<file path="src/rtl/neg_arbiter_pkg.sv">
// Shared constants for the round-robin negation arbiter: default sizes,
// FSM state encodings and the most-negative operand helper.
package neg_arbiter_pkg;

    localparam int DEF_NREQ  = 4;
    localparam int DEF_WIDTH = 4;

    localparam logic [0:0] ST_EMPTY = 1'b0;
    localparam logic [0:0] ST_FULL  = 1'b1;

    // Bit pattern 1 followed by width-1 zeros; callers truncate to their width.
    function automatic logic [31:0] most_neg(input int width);
        return 32'(1) << (width - 1);
    endfunction

endpackage

</file>
<file path="src/rtl/neg_arbiter_if.sv">
// Requester/result bus of neg_arbiter. out_ovf exists only when
// NEG_ARBITER_OVF_EN is defined.
interface neg_arbiter_if
    import neg_arbiter_pkg::*;
#(
    parameter int NREQ  = DEF_NREQ,
    parameter int WIDTH = DEF_WIDTH
);
    localparam int IW = $clog2(NREQ);

    logic [NREQ-1:0]       req_valid;
    logic [NREQ*WIDTH-1:0] req_data;
    logic [NREQ-1:0]       req_ready;
    logic                  out_valid;
    logic [WIDTH-1:0]      out_data;
    logic [IW-1:0]         out_id;
    logic                  out_ready;
`ifdef NEG_ARBITER_OVF_EN
    logic                  out_ovf;
`endif

    modport master (
        output req_valid, req_data, out_ready,
`ifdef NEG_ARBITER_OVF_EN
        input  out_ovf,
`endif
        input  req_ready, out_valid, out_data, out_id
    );

    modport slave (
        input  req_valid, req_data, out_ready,
`ifdef NEG_ARBITER_OVF_EN
        output out_ovf,
`endif
        output req_ready, out_valid, out_data, out_id
    );

endinterface

</file>
<file path="src/rtl/neg_core.sv">
// Combinational two's-complement negation: result = ~operand + 1, truncated.
module neg_core #(
    parameter int WIDTH = 4
) (
    input  logic [WIDTH-1:0]        operand,
    output logic signed [WIDTH-1:0] result
);

    assign result = $signed(~operand + 1'b1);

endmodule

</file>
<file path="src/rtl/neg_arbiter.sv">
// Round-robin arbiter feeding one shared negation unit into a single result
// register (EMPTY/FULL). Optional NEG_ARBITER_OVF_EN adds out_ovf.
module neg_arbiter
    import neg_arbiter_pkg::*;
#(
    parameter int NREQ  = DEF_NREQ,
    parameter int WIDTH = DEF_WIDTH
) (
    input  logic         clk,
    input  logic         rst_n,
    neg_arbiter_if.slave bus
);

    localparam int IW = $clog2(NREQ);
    localparam logic [WIDTH-1:0] MOST_NEG = WIDTH'(most_neg(WIDTH));

    logic [0:0]              state;
    logic [IW-1:0]           ptr;
    logic [IW-1:0]           gnt_idx;
    logic [IW:0]             cand;
    logic                    gnt_found;
    logic                    accept;
    logic                    fire;
    logic [WIDTH-1:0]        operand;
    logic signed [WIDTH-1:0] neg_val;

    // Search from ptr upward with wrap; first valid requester wins.
    always_comb begin
        gnt_found = 1'b0;
        gnt_idx   = '0;
        cand      = '0;
        for (int k = 0; k < NREQ; k++) begin
            cand = {1'b0, ptr} + (IW+1)'(k);
            if (cand >= (IW+1)'(NREQ))
                cand = cand - (IW+1)'(NREQ);
            if (!gnt_found && bus.req_valid[cand[IW-1:0]]) begin
                gnt_found = 1'b1;
                gnt_idx   = cand[IW-1:0];
            end
        end
    end

    // Reset gates the grant so no operand is consumed while rst_n is low.
    assign accept = rst_n && ((state == ST_EMPTY) || bus.out_ready);
    assign fire   = accept && gnt_found;

    always_comb begin
        bus.req_ready = '0;
        if (fire)
            bus.req_ready[gnt_idx] = 1'b1;
    end

    assign operand = bus.req_data[int'(gnt_idx)*WIDTH +: WIDTH];

    neg_core #(.WIDTH(WIDTH)) u_neg (
        .operand (operand),
        .result  (neg_val)
    );

    assign bus.out_valid = (state == ST_FULL);

    always_ff @(posedge clk) begin
        if (!rst_n) begin
            state        <= ST_EMPTY;
            ptr          <= '0;
            bus.out_data <= '0;
            bus.out_id   <= '0;
`ifdef NEG_ARBITER_OVF_EN
            bus.out_ovf  <= 1'b0;
`endif
        end else if (fire) begin
            state        <= ST_FULL;
            bus.out_data <= neg_val;
            bus.out_id   <= gnt_idx;
            ptr          <= (gnt_idx == IW'(NREQ-1)) ? '0 : gnt_idx + 1'b1;
`ifdef NEG_ARBITER_OVF_EN
            bus.out_ovf  <= (operand == MOST_NEG);
`endif
        end else if (state == ST_FULL && bus.out_ready) begin
            state <= ST_EMPTY;
        end
    end

endmodule
</file>
<file path="src/flat_wrapper.sv">
// flat-port wrapper written by rule: the top's interface ports become plain ports
module neg_arbiter_flat import neg_arbiter_pkg::*;
#(
    parameter int NREQ  = DEF_NREQ,
    parameter int WIDTH = DEF_WIDTH
)
  (clk, rst_n, bus_req_valid, bus_req_data, bus_out_ready, bus_req_ready, bus_out_valid, bus_out_data, bus_out_id);
  neg_arbiter_if #(.NREQ(NREQ), .WIDTH(WIDTH)) bus_i ();
  input  logic clk;
  input  logic rst_n;
  input wire logic [$bits(bus_i.req_valid)-1:0] bus_req_valid;
  input wire logic [$bits(bus_i.req_data)-1:0] bus_req_data;
  input wire logic [$bits(bus_i.out_ready)-1:0] bus_out_ready;
  output wire logic [$bits(bus_i.req_ready)-1:0] bus_req_ready;
  output wire logic [$bits(bus_i.out_valid)-1:0] bus_out_valid;
  output wire logic [$bits(bus_i.out_data)-1:0] bus_out_data;
  output wire logic [$bits(bus_i.out_id)-1:0] bus_out_id;
  assign bus_i.req_valid = bus_req_valid;
  assign bus_i.req_data = bus_req_data;
  assign bus_i.out_ready = bus_out_ready;
  assign bus_req_ready = bus_i.req_ready;
  assign bus_out_valid = bus_i.out_valid;
  assign bus_out_data = bus_i.out_data;
  assign bus_out_id = bus_i.out_id;
  neg_arbiter #(.NREQ(NREQ), .WIDTH(WIDTH)) u_core (.clk(clk), .rst_n(rst_n), .bus(bus_i));
endmodule
</file>
<file path="config.mk">
export PLATFORM = sky130hd
export DESIGN_NAME = neg_arbiter_flat
export DESIGN_NICKNAME = d
export VERILOG_FILES = /design/src/rtl/neg_arbiter_pkg.sv /design/src/rtl/neg_arbiter_if.sv /design/src/rtl/neg_core.sv /design/src/rtl/neg_arbiter.sv /design/src/flat_wrapper.sv
export SDC_FILE = /design/constraint.sdc
export NUM_CORES = 1
export LEC_CHECK = 0
export BUFFER_PORTS_ARGS = -buffer_cell sky130_fd_sc_hd__clkbuf_2
export CAP_MARGIN = 15
export CORE_UTILIZATION = 47
export DETAILED_ROUTE_END_ITERATION = 8
export HOLD_SLACK_MARGIN = 0.03
export MAX_ROUTING_LAYER = met4
export PLACE_DENSITY = 0.92
export SLEW_MARGIN = 0
export SYNTH_ARGS = -nofsm -noshare
export SYNTH_HDL_FRONTEND = slang
export SYNTH_SLANG_ARGS = --single-unit
</file>
<file path="constraint.sdc">
create_clock -name clk -period 4.94 [get_ports clk]
set_input_delay 0.494 -clock clk [delete_from_list [all_inputs] [get_ports clk]]
set_output_delay 0.494 -clock clk [all_outputs]
set_load 0.03 [all_outputs]
</file>
# Word-level counts from Yosys, hierarchy flattened
# Index checks and enable logic that the tools add are counted.
[classes]
mux = 26
n_div = 0
bitwise_logic = 2
magnitude_cmp = 10
add_sub_neg = 9
n_mul = 0
n_eq_ne = 1
shifts = 1
reduce_logical = 12
[op_table]
columns = ["cell", "n"]
rows = [
  ["2-to-1 mux 2 bit", 9],
  ["variable part select 16 x 5 -> 4 bit", 1],
  ["less-than comparator 2 x 3 -> 1 bit, second input constant", 5],
  ["2-to-1 mux 1 bit", 11],
  ["greater-or-equal comparator 3 bit, second input constant", 3],
  ["binary-select mux 1 bit (select 2 bit)", 4],
  ["subtractor 2 x 1 -> 2 bit, second input constant", 4],
  ["logical AND 1 bit", 7],
  ["adder 2 x 2 -> 3 bit, second input constant", 2],
  ["adder 4 x 1 -> 4 bit, second input constant", 1],
  ["2-to-1 mux 4 bit", 1],
  ["NOT 4 bit", 1],
  ["adder 2 x 1 -> 3 bit, second input constant", 1],
  ["greater-or-equal comparator 2 x 3 -> 1 bit, second input constant", 1],
  ["zero test 1 bit", 3],
  ["adder 2 x 1 -> 2 bit, second input constant", 1],
  ["demux 1 bit (select 2 bit)", 1],
  ["equality test 2 bit, second input constant", 1],
  ["greater-or-equal comparator 2 x 1 -> 1 bit, second input constant", 1],
  ["nonzero test 2 bit", 1],
  ["logical OR 1 bit", 1],
  ["NOT 1 bit", 1],
]
[totals]
romBits = 0
wordCells = 65
memories = 0
inputBits = 23
out_inout_bits = 11
ram_bits = 0
register_bits = 9
latchBits = 0

# Logic depth before layout (Yosys ltp)
[logic_depth]
depth_word = 19
mapped_depth = 9
mapped_depth_nobuf = 8

# Modules after synthesis
# Synthesis repeated with hierarchy kept, for this count alone.
[unflattened]
hier_cells = 76
hier_area_um2 = 654.4
[modules_own_cells]
columns = ["module", "cells_per_inst", "area_each_um2", "instances", "seq_area_each_um2"]
rows = [
  ["neg_arbiter", 69, 599.3, 1, 180.2],
  ["neg_core", 7, 55.1, 1, 0.0],
]

# Worst setup path before layout
# Ideal clock, no wire load.
[synth_path]
kind = "input to output"
start = "input port bus_req_valid[2]"
end = "output port bus_req_ready[0]"
required_time_ns = 4.446
path_slack_ns = 2.861
n_path_buf = 0
stages = 7
arrival_ns = 1.585
cell_sequence = "nor2b_1 -> a21oi_1 -> o22ai_1 -> a21oi_2 -> inv_1 -> ha_1 -> and2_1"
[synth_via]
elab_chain_len = 17
elab_cells_between_ends = 29
classes_between = "order compare (2); mux (19); reduce/logical (8)"
[synth_rtl]
columns = ["element", "line_no", "text"]
rows = [
  ["start, declared", "flat_wrapper.sv:11", "input wire logic [$bits(bus_i.req_valid)-1:0] bus_req_valid;"],
  ["binary-select mux 1 bit (select 2 bit)", "neg_arbiter.sv:36", "if (!gnt_found && bus.req_valid[cand[IW-1:0]]) begin"],
  ["2-to-1 mux 1 bit (not written as such)", "neg_arbiter.sv:36", ""],
  ["2-to-1 mux 1 bit", "neg_arbiter.sv:36", ""],
  ["zero test 1 bit", "neg_arbiter.sv:36", ""],
  ["logical AND 1 bit", "neg_arbiter.sv:36", ""],
  ["2-to-1 mux 1 bit", "neg_arbiter.sv:36", ""],
  ["zero test 1 bit", "neg_arbiter.sv:36", ""],
  ["logical AND 1 bit", "neg_arbiter.sv:36", ""],
  ["(+2 left out)", "-", ""],
  ["logical AND 1 bit", "neg_arbiter.sv:36", ""],
  ["2-to-1 mux 2 bit *", "neg_arbiter.sv:36", ""],
  ["named net u_core.gnt_idx[0]", "neg_arbiter.sv:19", "logic [IW-1:0] gnt_idx;"],
  ["less-than comparator 2 x 3 -> 1 bit (not written as such) or greater-or-equal comparator 2 x 1 -> 1 bit (tied branches)", "neg_arbiter.sv:50", "bus.req_ready[gnt_idx] = 1'b1;"],
  ["logical AND 1 bit (not written as such)", "neg_arbiter.sv:50", ""],
  ["2-to-1 mux 1 bit (not written as such)", "neg_arbiter.sv:50", ""],
  ["demux 1 bit (select 2 bit) *", "-", ""],
  ["2-to-1 mux 4 bit *", "neg_arbiter.sv:49", "if (fire)"],
  ["end, declared", "flat_wrapper.sv:14", "output wire logic [$bits(bus_i.req_ready)-1:0] bus_req_ready;"],
]
# The timed path passes the listed nets; every way through them passes the cells marked *. The select of a mux whose other input is x is not followed.

# Worst setup path after layout
[layout_path]
start = "register u_core.ptr[1]"
end = "output port bus_req_ready[0]"
[layout_via]
elab_chain_len = 19
elab_cells_between_ends = 44
classes_between = "add/sub (7); order compare (6); mux (23); reduce/logical (8)"
[layout_rtl]
columns = ["element", "line_no", "text"]
rows = [
  ["start, declared", "neg_arbiter.sv:18", "logic [IW-1:0] ptr;"],
  ["start signal, assigned", "neg_arbiter.sv:75", "ptr <= (gnt_idx == IW'(NREQ-1)) ? '0 : gnt_idx + 1'b1;"],
  ["branches (longest 18 deep; another with adder 2 x 1 -> 3 bit)", "-", ""],
  ["2-to-1 mux 4 bit *", "neg_arbiter.sv:49", ""],
]
# Every way passes the cells marked *. The select of a mux whose other input is x is not followed.

==> flow_summary.toml <==
[job]
cap_viol_max_count = 0

[sta]
fin_worst_skew_ns = 0.0113
grt_setup_unrepaired = "no"
final_critical_path_setup_slack_ns = 2.33
final_period_minus_worst_setup_slack_ns = 2.61
final-max-slew-violation-count = 0
worstMarginPinSlew_ns = 0.696
timing_hold_violations_final = 0
post-route-period-util_pct = 52.9
maxSlewHeadroom_pct = 53.6
max_clock_freq_mhz = 383
setup_viol_count_final = 0
finalSetupTns_ns = 0

[logic_synthesis]
synth_adder_area_share_pct = 9.35
combinational_family_with_the_most_area_after_synthesis = "simple AND/OR/NAND/NOR gates"
netlist_instances = 74
synth_sequential_area_ratio_pct = 26.9
synthMuxAreaShare_pct = 18.7
yosysUniqueCellTypes = 26
post_synth_instance_area_um2 = 669
yosysWarningCount = 0
syn_avg_cell_area_um2 = 9.05
synth_compound_gate_area_share_pct = 15.9
synthesis.nets = 102
post_synth_xor_area_fraction_pct = 1.31
synth-simple-area-share_pct = 21.1
synth-seq-cells = 9

[clocking]
clkTransAtPathRegs_ns = 0.06
postCtsResizedCells = 0
cts_buffers = 3
cts_max_level = 1
clk-insertion-delay-late_ns = 0.27
cts_tree = "done"
cts_buffer_depth = 2
cts_root_buffer = "clkbuf_4"
post_cts.repair.setup_buffers = 0
clock_sink_count = 9
post_cts_hold_buffer_count = 0

[pwr]
vdd_drop_max_uv = 173
power.density_cell_area_mw_per_mm2 = 362
finalPower_mw = 0.308
standby_leakage_power_nw = 0.425

[global_routing]
grt_use_total_pct = 20.3
grt_max_degree = 15
grt_first_pass_wirelength_um = 1950
globalRouteOverflowTotal = 0
initial_antenna_violation_count = 0
grt_pass1_vias = 515

[floorplan]
die_h_um = 39.7
die_area_mm2 = 0.00158
number_of_rows_in_the_core_area = 13
floorplan.core_area_mm2 = 0.00132
pin_count = 34
die_width_um = 39.7
initial_core_util_pct = 50.8

[routing]
post_detailed_route_wirelength_per_cell_um = 11.1
drt_first_iter_violations = 8
final_routed_drc_violation_total = 0
totalWireLength_um = 1370
postRouteAntennaNets = 0
via_count = 642
dr.pass1.iters = 4
vias_per_cell = 5.22

[setup_path]
critPathArrivalTime_ns = 2.12
worstSetupStartpoint = "u_core.ptr[1]"
critical_path_peak_fanout = 11
critical_path.startpoint_type = "flop"
cp-end-kind = "output pin"
r2r-start = "u_core.ptr[1]"
critPathRequiredTime_ns = 4.45
criticalPathCategory = "reg -> out"

[finish]
n_antenna_cell = 0
final.fill_count = 122
final_util_pct = 64.5
nets = 137
syn_to_final_growth_pct = 26.9
drive_gt1_share_pct = 41.7

[place]
hpwl_um = 1110
number_of_port_buffers = 33
place_congestion = 0.728
dp_slack_ns = 2.33

[hold_path]
hp-start = "u_core.bus.out_data[1]"
holdCritPathClass = "reg -> reg"

[status]
run_status = "complete, no violations"
## synth_stat cells (all sizes together)
library cell / n / share of area (%)
buf: 2 / 3.4
a2bb2oi: 1 / 2.2
mux2: 4 / 6.7
nor2b: 4 / 3.7
and4: 1 / 1.7
nand2b: 1 / 0.94
o21ai: 5 / 3.7
mux2i: 8 / 12
nand2: 4 / 2.2
inv: 4 / 2.2
o31ai: 1 / 1.9
o22ai: 1 / 0.94
or4: 1 / 1.1
ha: 5 / 9.3
nand3: 8 / 6.0
xnor2: 1 / 1.3
and2: 4 / 3.7
dfxtp: 9 / 27
and3: 1 / 0.94
nor3: 1 / 0.75
a31oi: 1 / 0.94
a22o: 1 / 1.3
a21oi: 5 / 4.9
clkbuf: 1 / 1.1
## worst paths after layout
check,to,slack [ns],depth (start not counted)
worst max-delay path,bus_req_ready[0],2.33,7
worst min-delay path,u_core.bus.out_data[1],0.45,2
worst max register to register,u_core.bus.out_data[2],2.70,8
worst min register to register,u_core.bus.out_data[1],0.45,2
## cell type report
class / instances / area [µm²] / area share [%]
repair buffers: 33 / 165 / 19.4
inverters: 4 / 15.0 / 1.77
multi-input cells: 58 / 444 / 52.3
clock buffers: 4 / 26.3 / 3.09
well taps: 15 / 18.8 / 2.21
flip-flops and latches: 9 / 180 / 21.2
## power by group
part	internal, mW	total (mW)	switching [mW]	leakage, nW
combinational	0.0624	0.152	0.0893	0.335
clock	0.0311	0.0571	0.0260	0.0150
sequential	0.0886	0.0991	0.0106	0.0748
## metrics by stage
| stage | hold slack (ns) | instance area [µm²] | instances |
|---|---|---|---|
| 4_1_cts | 0.458 | 850 | 123 |
| 5_1_grt | 0.474 | 850 | 123 |
| 3_3_place_gp | 0.445 | 823 | 119 |
| 6_report | 0.452 | 850 | 123 |
| 2_1_floorplan | 0.479 | 669 | 74 |
| 3_5_place_dp | 0.449 | 823 | 119 |
## per-layer routing
layer  vias to the layer above  track usage (%)  routed length [µm]
li1                        335                -                   -
met1                       285             19.5                 579
met2                        20             33.2                 707
met3                         2             8.52                  69
met4                         0             12.9                  10
met5                         -                -                   0
## cell families (layout without fill, tap and decap cells)
family,after synthesis,in the layout
AOI/OAI and AO/OA,15,15
xor gates and xnor gates,1,1
adders and majority gates,5,5
buffers and inverters,7,41
DFF,9,9
muxes,12,12
and+or+nand+nor,25,25
## registers in the layout, indices dropped and copies added (netlist names)
name,count
u_core.bus.out_valid,1
u_core.bus.out_id,2
u_core.bus.out_data,4
u_core.ptr,2
## critical path: stages, from the launching register on
cell	delay [ns]
dfxtp_1	0.37
a21oi_2	0.13
o21ai_1	0.08
a2bb2oi_2	0.56
inv_1	0.18
ha_1	0.23
and2_1	0.12
clkbuf_2	0.17
## layout by cell type (no fill, tap or decap)
master      n
mux2i_1     8
o31ai_2     1
o22ai_1     1
a2bb2oi_2   1
nor2b_1     4
ha_1        5
clkbuf_2   33
nor3_1      1
and4_4      1
a21oi_2     2
o21ai_0     4
and2_1      4
mux2_2      4
a31oi_1     1
o21ai_1     1
a21oi_1     3
inv_1       4
and3_1      1
nand2b_1    1
nand2_1     4
xnor2_1     1
dfxtp_1     9
clkbuf_1    1
or4_1       1
a22o_1      1
nand3_1     8
clkbuf_4    3
Power figures use the tool's default switching activity.
